[src/rtl/mips_pkg.sv]
// rtl/mips_pkg.sv - shared types and constants for the multi-cycle divide sequencer
package mips_pkg;

    typedef enum logic [1:0] {
        IDLE = 2'd0,
        BUSY = 2'd1,
        DONE = 2'd2
    } div_state_t;

    localparam int DIV_CYCLES = 32;
    localparam int DIV_CNT_W  = 5;

    function automatic logic [31:0] absVal(input logic [31:0] v, input logic isSigned);
        return (isSigned && v[31]) ? -v : v;
    endfunction

endpackage

[src/rtl/div_seq_if.sv]
// rtl/div_seq_if.sv - E-stage <-> divider request/result bundle; dbz only with DIV_DBZ_FAST_EN
interface div_seq_if #(parameter int DIV_W = 32);

    logic             start;
    logic             signed_div;
    logic             annul;
    logic [DIV_W-1:0] a;
    logic [DIV_W-1:0] b;
    logic             stall;
    logic             ready;
    logic [DIV_W-1:0] hi;
    logic [DIV_W-1:0] lo;
`ifdef DIV_DBZ_FAST_EN
    logic             dbz;
`endif

    modport master (
        output start, signed_div, annul, a, b,
`ifdef DIV_DBZ_FAST_EN
        input  dbz,
`endif
        input  stall, ready, hi, lo
    );

    modport slave (
        input  start, signed_div, annul, a, b,
`ifdef DIV_DBZ_FAST_EN
        output dbz,
`endif
        output stall, ready, hi, lo
    );

endinterface

[src/rtl/div_step.sv]
// rtl/div_step.sv - one combinational restoring-division iteration
module div_step #(
    parameter int W = 32
) (
    input  logic [W:0]   remIn,
    input  logic [W-1:0] quoIn,
    input  logic [W-1:0] divisor,
    output logic [W:0]   remOut,
    output logic [W-1:0] quoOut
);

    logic [W+1:0] shifted;
    logic [W+1:0] trial;

    always_comb begin
        shifted = {remIn, quoIn[W-1]};
        trial   = shifted - {2'b00, divisor};
        if (!trial[W+1]) begin
            remOut = trial[W:0];
            quoOut = {quoIn[W-2:0], 1'b1};
        end else begin
            remOut = shifted[W:0];
            quoOut = {quoIn[W-2:0], 1'b0};
        end
    end

endmodule

[src/rtl/div_seq.sv]
// rtl/div_seq.sv - 32-iteration restoring DIV/DIVU sequencer with pipeline stall and HI/LO result
// Optional macro DIV_DBZ_FAST_EN: zero divisor finishes in one cycle and drives dbz.
module div_seq
    import mips_pkg::*;
#(
    parameter int DIV_W = 32
) (
    input  logic      clk,
    input  logic      rst,
    div_seq_if.slave  bus
);

    div_state_t           state, nextState;
    logic [DIV_CNT_W-1:0] count;
    logic [DIV_W:0]       rem;
    logic [DIV_W-1:0]     quo;
    logic [DIV_W-1:0]     divisor;
    logic [DIV_W-1:0]     aOrig;
    logic [DIV_W-1:0]     hiR, loR;
    logic                 negQ, negR, divZero;
    logic                 accept, lastStep;
    logic [DIV_W:0]       stepRem;
    logic [DIV_W-1:0]     stepQuo;

    div_step #(.W(DIV_W)) u_step (
        .remIn   (rem),
        .quoIn   (quo),
        .divisor (divisor),
        .remOut  (stepRem),
        .quoOut  (stepQuo)
    );

    assign accept   = (state == IDLE) && bus.start && !bus.annul;
    assign lastStep = (count == DIV_CNT_W'(DIV_CYCLES - 1));

    always_comb begin
        nextState = state;
        case (state)
            IDLE: begin
                if (accept) begin
`ifdef DIV_DBZ_FAST_EN
                    nextState = (bus.b == '0) ? DONE : BUSY;
`else
                    nextState = BUSY;
`endif
                end
            end
            BUSY: begin
                if (bus.annul)
                    nextState = IDLE;
                else if (lastStep)
                    nextState = DONE;
            end
            DONE:    nextState = IDLE;
            default: nextState = IDLE;
        endcase
    end

    // Gate with rst so a reset landing mid-BUSY drops the hold immediately.
    assign bus.stall = !rst && (accept || (state == BUSY));
    assign bus.ready = (state == DONE);
    assign bus.hi    = hiR;
    assign bus.lo    = loR;

    always_ff @(posedge clk) begin
        if (rst) begin
            state   <= IDLE;
            count   <= '0;
            rem     <= '0;
            quo     <= '0;
            divisor <= '0;
            aOrig   <= '0;
            negQ    <= 1'b0;
            negR    <= 1'b0;
            divZero <= 1'b0;
            hiR     <= '0;
            loR     <= '0;
        end else begin
            state <= nextState;
            case (state)
                IDLE: begin
                    if (accept) begin
                        quo     <= absVal(bus.a, bus.signed_div);
                        divisor <= absVal(bus.b, bus.signed_div);
                        aOrig   <= bus.a;
                        rem     <= '0;
                        count   <= '0;
                        negQ    <= bus.signed_div && (bus.a[DIV_W-1] ^ bus.b[DIV_W-1]);
                        negR    <= bus.signed_div && bus.a[DIV_W-1];
                        divZero <= (bus.b == '0);
`ifdef DIV_DBZ_FAST_EN
                        if (bus.b == '0) begin
                            loR <= '1;
                            hiR <= bus.a;
                        end
`endif
                    end
                end
                BUSY: begin
                    if (!bus.annul) begin
                        rem   <= stepRem;
                        quo   <= stepQuo;
                        count <= count + 1'b1;
                        // Zero divisor result is forced; the iterations are discarded.
                        if (lastStep) begin
                            loR <= divZero ? '1 : (negQ ? -stepQuo : stepQuo);
                            hiR <= divZero ? aOrig
                                           : (negR ? -stepRem[DIV_W-1:0] : stepRem[DIV_W-1:0]);
                        end
                    end
                end
                default: ;
            endcase
        end
    end

`ifdef DIV_DBZ_FAST_EN
    logic dbzR;

    always_ff @(posedge clk) begin
        if (rst)
            dbzR <= 1'b0;
        else
            dbzR <= (state == IDLE) && (nextState == DONE);
    end

    assign bus.dbz = dbzR;
`endif

endmodule

[src/flat_wrapper.sv]
// flat-port wrapper written by rule: the top's interface ports become plain ports
module div_seq_flat import mips_pkg::*;
#(
    parameter int DIV_W = 32
)
  (clk, rst, bus_start, bus_signed_div, bus_annul, bus_a, bus_b, bus_stall, bus_ready, bus_hi, bus_lo);
  div_seq_if #(.DIV_W(DIV_W)) bus_i ();
  input  logic clk;
  input  logic rst;
  input wire logic [$bits(bus_i.start)-1:0] bus_start;
  input wire logic [$bits(bus_i.signed_div)-1:0] bus_signed_div;
  input wire logic [$bits(bus_i.annul)-1:0] bus_annul;
  input wire logic [$bits(bus_i.a)-1:0] bus_a;
  input wire logic [$bits(bus_i.b)-1:0] bus_b;
  output wire logic [$bits(bus_i.stall)-1:0] bus_stall;
  output wire logic [$bits(bus_i.ready)-1:0] bus_ready;
  output wire logic [$bits(bus_i.hi)-1:0] bus_hi;
  output wire logic [$bits(bus_i.lo)-1:0] bus_lo;
  assign bus_i.start = bus_start;
  assign bus_i.signed_div = bus_signed_div;
  assign bus_i.annul = bus_annul;
  assign bus_i.a = bus_a;
  assign bus_i.b = bus_b;
  assign bus_stall = bus_i.stall;
  assign bus_ready = bus_i.ready;
  assign bus_hi = bus_i.hi;
  assign bus_lo = bus_i.lo;
  div_seq #(.DIV_W(DIV_W)) u_core (.clk(clk), .rst(rst), .bus(bus_i));
endmodule
[config.mk]
export PLATFORM = sky130hd
export DESIGN_NAME = div_seq_flat
export DESIGN_NICKNAME = d
export VERILOG_FILES = /design/src/rtl/mips_pkg.sv /design/src/rtl/div_seq_if.sv /design/src/rtl/div_step.sv /design/src/rtl/div_seq.sv /design/src/flat_wrapper.sv
export SDC_FILE = /design/constraint.sdc
export NUM_CORES = 1
export LEC_CHECK = 0
export ABC_AREA = 1
export CAP_MARGIN = 40
export CELL_PAD_IN_SITES_DETAIL_PLACEMENT = 0
export CELL_PAD_IN_SITES_GLOBAL_PLACEMENT = 1
export CORE_MARGIN = 5
export CORE_UTILIZATION = 41
export CTS_BUF_LIST = sky130_fd_sc_hd__clkbuf_16
export CTS_CLUSTER_DIAMETER = 60
export DETAILED_ROUTE_END_ITERATION = 10
export GPL_ROUTABILITY_DRIVEN = 1
export PLACE_DENSITY = 0.83
export SETUP_SLACK_MARGIN = 0.5
export SLEW_MARGIN = 5
export SYNTH_ARGS = -nofsm -noshare
export SYNTH_HDL_FRONTEND = slang
export SYNTH_SLANG_ARGS = --single-unit
[constraint.sdc]
create_clock -name clk -period 4.7 [get_ports clk]
set_clock_uncertainty 0.15 [all_clocks]
set_input_delay 0.94 -clock clk [delete_from_list [all_inputs] [get_ports clk]]
set_output_delay 0.94 -clock clk [all_outputs]
set_load 0.005 [all_outputs]
Yosys cells after proc, flatten, opt, wreduce, memory -nomap -nowiden
Cells that the tools add are included.
- bitwise logic cells: 2
- equal/unequal tests: 6
- multiplexer cells: 21
- reduce and logical (&&, ||, !) cells: 16
- $add $sub $neg: 6
- operators by type and width (kind ; count):
    $mux 32 ; 8
    $neg 32->32 ; 4
    $mux 33 ; 3
    $pmux 33 s2 ; 1
    $pmux 32 s2 ; 1
    $sub 34x32->34 ; 1
    $logic_not 32->1 ; 1
    $mux 5 ; 2
    $pmux 5 s2 ; 1
    $logic_and 1x1->1 ; 6
    $mux 2 ; 3
    $reduce_and 3->1 ; 2
    $add 5x1->5 const B ; 1
    $eq 5x5->1 const B ; 1
    $pmux 2 s2 ; 1
    $reduce_and 2->1 ; 2
    $ne 3x2->1 const B ; 1
    $eq 2x1->1 const B ; 1
    $eq 2x2->1 const B ; 1
    $logic_not 1->1 ; 2
    $logic_not 2->1 ; 1
    $ne 2x1->1 const B ; 1
    $ne 2x2->1 const B ; 1
    $reduce_bool 2->1 ; 1
    4 further kinds ; 4
- logic and storage cells: 62
- register bits: 203
- input bits: 69
- output and inout bits: 66

Logic depth before layout (Yosys ltp)
- depth in word-level cells: 5
- gate-level depth with buffers: 29
- gate-level depth less buffers: 29

Hierarchy
A second synthesis with hierarchy kept.
- cell total of the unflattened synthesis: 2531
- area total of the unflattened synthesis: 14934.3 sq um
- by module, submodules not included (module ; area an instance (sq um) ; cells each ; times used ; sequential area each (sq um)):
    div_seq ; 11257.0 ; 1779 ; 1 ; 4063.9
    div_step ; 3677.3 ; 752 ; 1 ; 0.0

Worst setup path after synthesis
Ideal clock, no wire load.
- path type: reg-to-reg
- start point: reg u_core.divisor[20]
- end point: reg u_core.loR[30] (netlist: u_core.bus.lo[30])
- path slack: 0.717 ns
- stages on the path, launching flop included: 25
- setup time: 0.117 ns
- path buffers: 2
- period minus slack after synthesis: 3.983 ns
- arrival time: 3.716 ns
- data required time: 4.433 ns
- path through: dfxtp_1 inv_1 ha_1 a21oi_1 nand2_1 nand2_1 nand3_2 a21oi_4 nand3_4 nand2_8 buf_6 buf_6 ha_1 nand3_1 nor3_1 nand3_1 nor3_2 nand4_1 o21ai_1 o21ai_0 a21oi_1 o21ai_1 xor2_1 o221ai_1 inv_1
- cells in the longest elaborated chain, start to end: 5
- ends and longest elaborated chain (element ; line ; text):
    start, declared ; div_seq.sv:17 ; logic [DIV_W-1:0] divisor;
    start signal, assigned ; div_seq.sv:84 ; divisor <= absVal(bus.b, bus.signed_div);
    $sub 34x32->34 ; div_step.sv:17 ; trial = shifted - {2'b00, divisor};
    $mux 1 ; div_step.sv:18 ; if (!trial[W+1]) begin
    $neg 32->32 ; div_seq.sv:106 ; loR <= divZero ? '1 : (negQ ? -stepQuo : stepQuo);
    $mux 32 (2 in a row) ; div_seq.sv:106 ;
    end signal, assigned ; div_seq.sv:106 ;
    end, declared ; div_seq.sv:19 ; logic [DIV_W-1:0] hiR, loR;
No other way between the ends.
A chain may end at the register's enable or synchronous reset.

Worst setup path after layout
- start point: reg u_core.divisor[25]
- end point: reg u_core.loR[30] (netlist: u_core.bus.lo[30])
The elaborated chain is that of the path after synthesis.

==> run metrics <==
Mapped Nets=2275; top cell type's share of synthesized area=29.7%; Slew @ Worst Pin=864 ps; crit path kind=flop to flop; CTS sink count=203; CP max FO=5; row count=67; final net count=2382; Syn. warnings=0; initial core utilization=41.2%; Pwr Total=5.15 mW; Vias=14600; Synth Cell Area=0.0137 mm²; most frequent cells in the layout=nand2_1, inv_1, a21oi_1; Final Setup Violations=0; area grow syn2layout=23.5%; Final Wtd Congestion=0.910; Clk pin slew, worst setup/hold paths=60 ps; post-route insts no fill=2744; outcome=finished clean; die width=193 µm; Die ar.=0.0372 mm²; fmax=0.254 GHz; DRT Wirelength=50900 µm; distinct cell type count after synthesis=54; Synth Instances=2167; Hold WS=301 ps; antenna viol nets, final=0; Critical Path RT=5000 ps; first-pass GRT wire length=77300 µm; fin worst setup slack=759 ps; synth top area cells=dfxtp_1, nand2_1, a21oi_1, inv_1, o21ai_0; Slew Viols, Final=0; Core Area=0.0333 mm²; routed len/inst=18.5 µm; drt first pass iters=5; worst min path class=flop to flop; Max Cap Viol=0; Setup crit end kind=flop; pre-CTS setup slack=370 ps; crit path DAT=4240 ps; initial antenna violation count=1; dpl cells=2679; DP HPWL=38200 µm; Vias/cell=5.31; slew margin rel.=41.6%; LEAKAGE=7.67 nW; unrepaired setup endpoints after global routing=no; Clock Latency Late Sink=570 ps; TNS Setup=0 ps; # port buffers=134; Seq cells post-synth=203; Mean Syn Cell Area=6.32 µm²; vias in the first global route=13600; total grt overflow=0; Seq/Total Area, Yosys=29.7%; deepest clock path buffer count=3; root buf cell=clkbuf_16; All-Layer GR Usage=26.5%; # diodes=0; CTS tree=done; final hold vios=0; crit share post-route=83.9%; I/O pin count=135; largest net degree at the start of global routing=90; post-synth top area cell=dfxtp_1; drt initial violations=1227; maximum VDD drop=0.298 mV; CP Launch Type=flop; cts bufs inserted=30; post-layout minimum cycle time=3940 ps; share of cells above drive strength 1=9.76%; PwrDens=304 mW/mm²; H-Tree Depth=1; Die Span Y=193 µm; DRC violations left=0; commonest non-fill, non-tap cell in the layout=nand2_1
[metal layers]
metal	global-route usage [%]	wire, µm	vias up
met5	0	0	-
met3	5.48	3580	86
met1	37.2	23600	6766
li1	-	-	7295
met4	7.54	1510	0
met2	41.2	22200	436
[final timing paths]
kind                                     endpoint  slack (ps)               start  cells after the start
worst min-delay path             u_core.aOrig[13]         300    u_core.aOrig[13]                      2
worst max-delay path            u_core.bus.lo[30]         760  u_core.divisor[25]                     22
worst max register to register  u_core.bus.lo[30]         760  u_core.divisor[25]                     22
worst min register to register   u_core.aOrig[13]         300    u_core.aOrig[13]                      2
[Yosys cell counts (all sizes together)]
| cell type | number |
|---|---|
| o2111ai | 1 |
| a221oi | 2 |
| o31ai | 2 |
| clkbuf | 72 |
| or3 | 4 |
| nand3 | 101 |
| clkinv | 5 |
| xor2 | 52 |
| nor3 | 36 |
| o221a | 5 |
| or2 | 8 |
| nand3b | 8 |
| a21oi | 251 |
| a31oi | 18 |
| o21ai | 204 |
| o211ai | 6 |
| a211oi | 2 |
| o21bai | 5 |
| a21o | 1 |
| o41ai | 2 |
| o221ai | 21 |
| nor3b | 1 |
| ha | 38 |
| nor4 | 5 |
| dfxtp | 203 |
| o21a | 3 |
| fa | 1 |
| o22ai | 2 |
| inv | 258 |
| a22oi | 1 |
| buf | 23 |
| nor2 | 191 |
| nand2 | 586 |
| xnor2 | 30 |
| nand4 | 19 |
[metrics by stage]
step / cell area (µm²) / utilization [%]
3_5_place_dp: 15400 / 46.3
3_3_place_gp: 15400 / 46.2
2_1_floorplan: 13700 / -
4_1_cts: 16400 / 49.3
6_report: 16900 / 50.8
5_1_grt: 16900 / 50.8
[timing repair]
item	CTS	global route
gates resized for setup	6	80
pin swaps	3	10
hold buffers	0	0
setup buffers	2	9
setup endpoints to repair	3	22
[worst max-delay path, stage by stage, from the launching register on]
cell and delay (ps):
dfxtp_1 340, inv_1 90, ha_1 360, nand2_2 130, nor2_4 50, nand2_1 110, inv_1 80, a21oi_4 240
nand3_4 150, nand2_8 120, ha_2 200, nand3_2 110, nor3_4 220, nand3_2 130, nor3_4 150, nand4_1 240
o21ai_2 240, o21ai_2 90, a21oi_2 150, o21ai_1 100, xor2_1 170, o221ai_1 150, inv_1 60
[flip-flops by register name, indices dropped and copies added (netlist names)]
signal	count
u_core.negQ	1
u_core.quo	32
u_core.count	5
u_core.aOrig	32
u_core.state	2
u_core.bus.lo	32
u_core.bus.hi	32
u_core.divZero	1
u_core.negR	1
u_core.divisor	32
u_core.rem	33
[report_power, final]
part	switching [mW]	internal (mW)
clock	0.884	1.26
combinational	0.766	0.394
sequential	0.0583	1.79
[cells by family (layout without fill, tap and decap cells)]
group / after synthesis / count (layout) / share of synthesized area, %
AND/OR/NAND/NOR: 959 / 959 / 30.0
AO/OA/AOI/OAI: 526 / 526 / 21.1
buffers and inverters: 358 / 487 / 10.4
flip-flops: 203 / 203 / 29.7
XOR/XNOR: 82 / 82 / 5.24
adder cells (fa/ha/maj): 39 / 39 / 3.62
[area by class of cell]
class	instances	area [µm²]
clock inverters	23	169
repair buffers	170	1640
well taps	448	561
fillers	3462	16400
flip-flops and latches	203	4070
multi-input cells	1606	8710
clock buffers	31	776
inverters	263	987
Note: power is estimated with default switching activity, not from simulation.
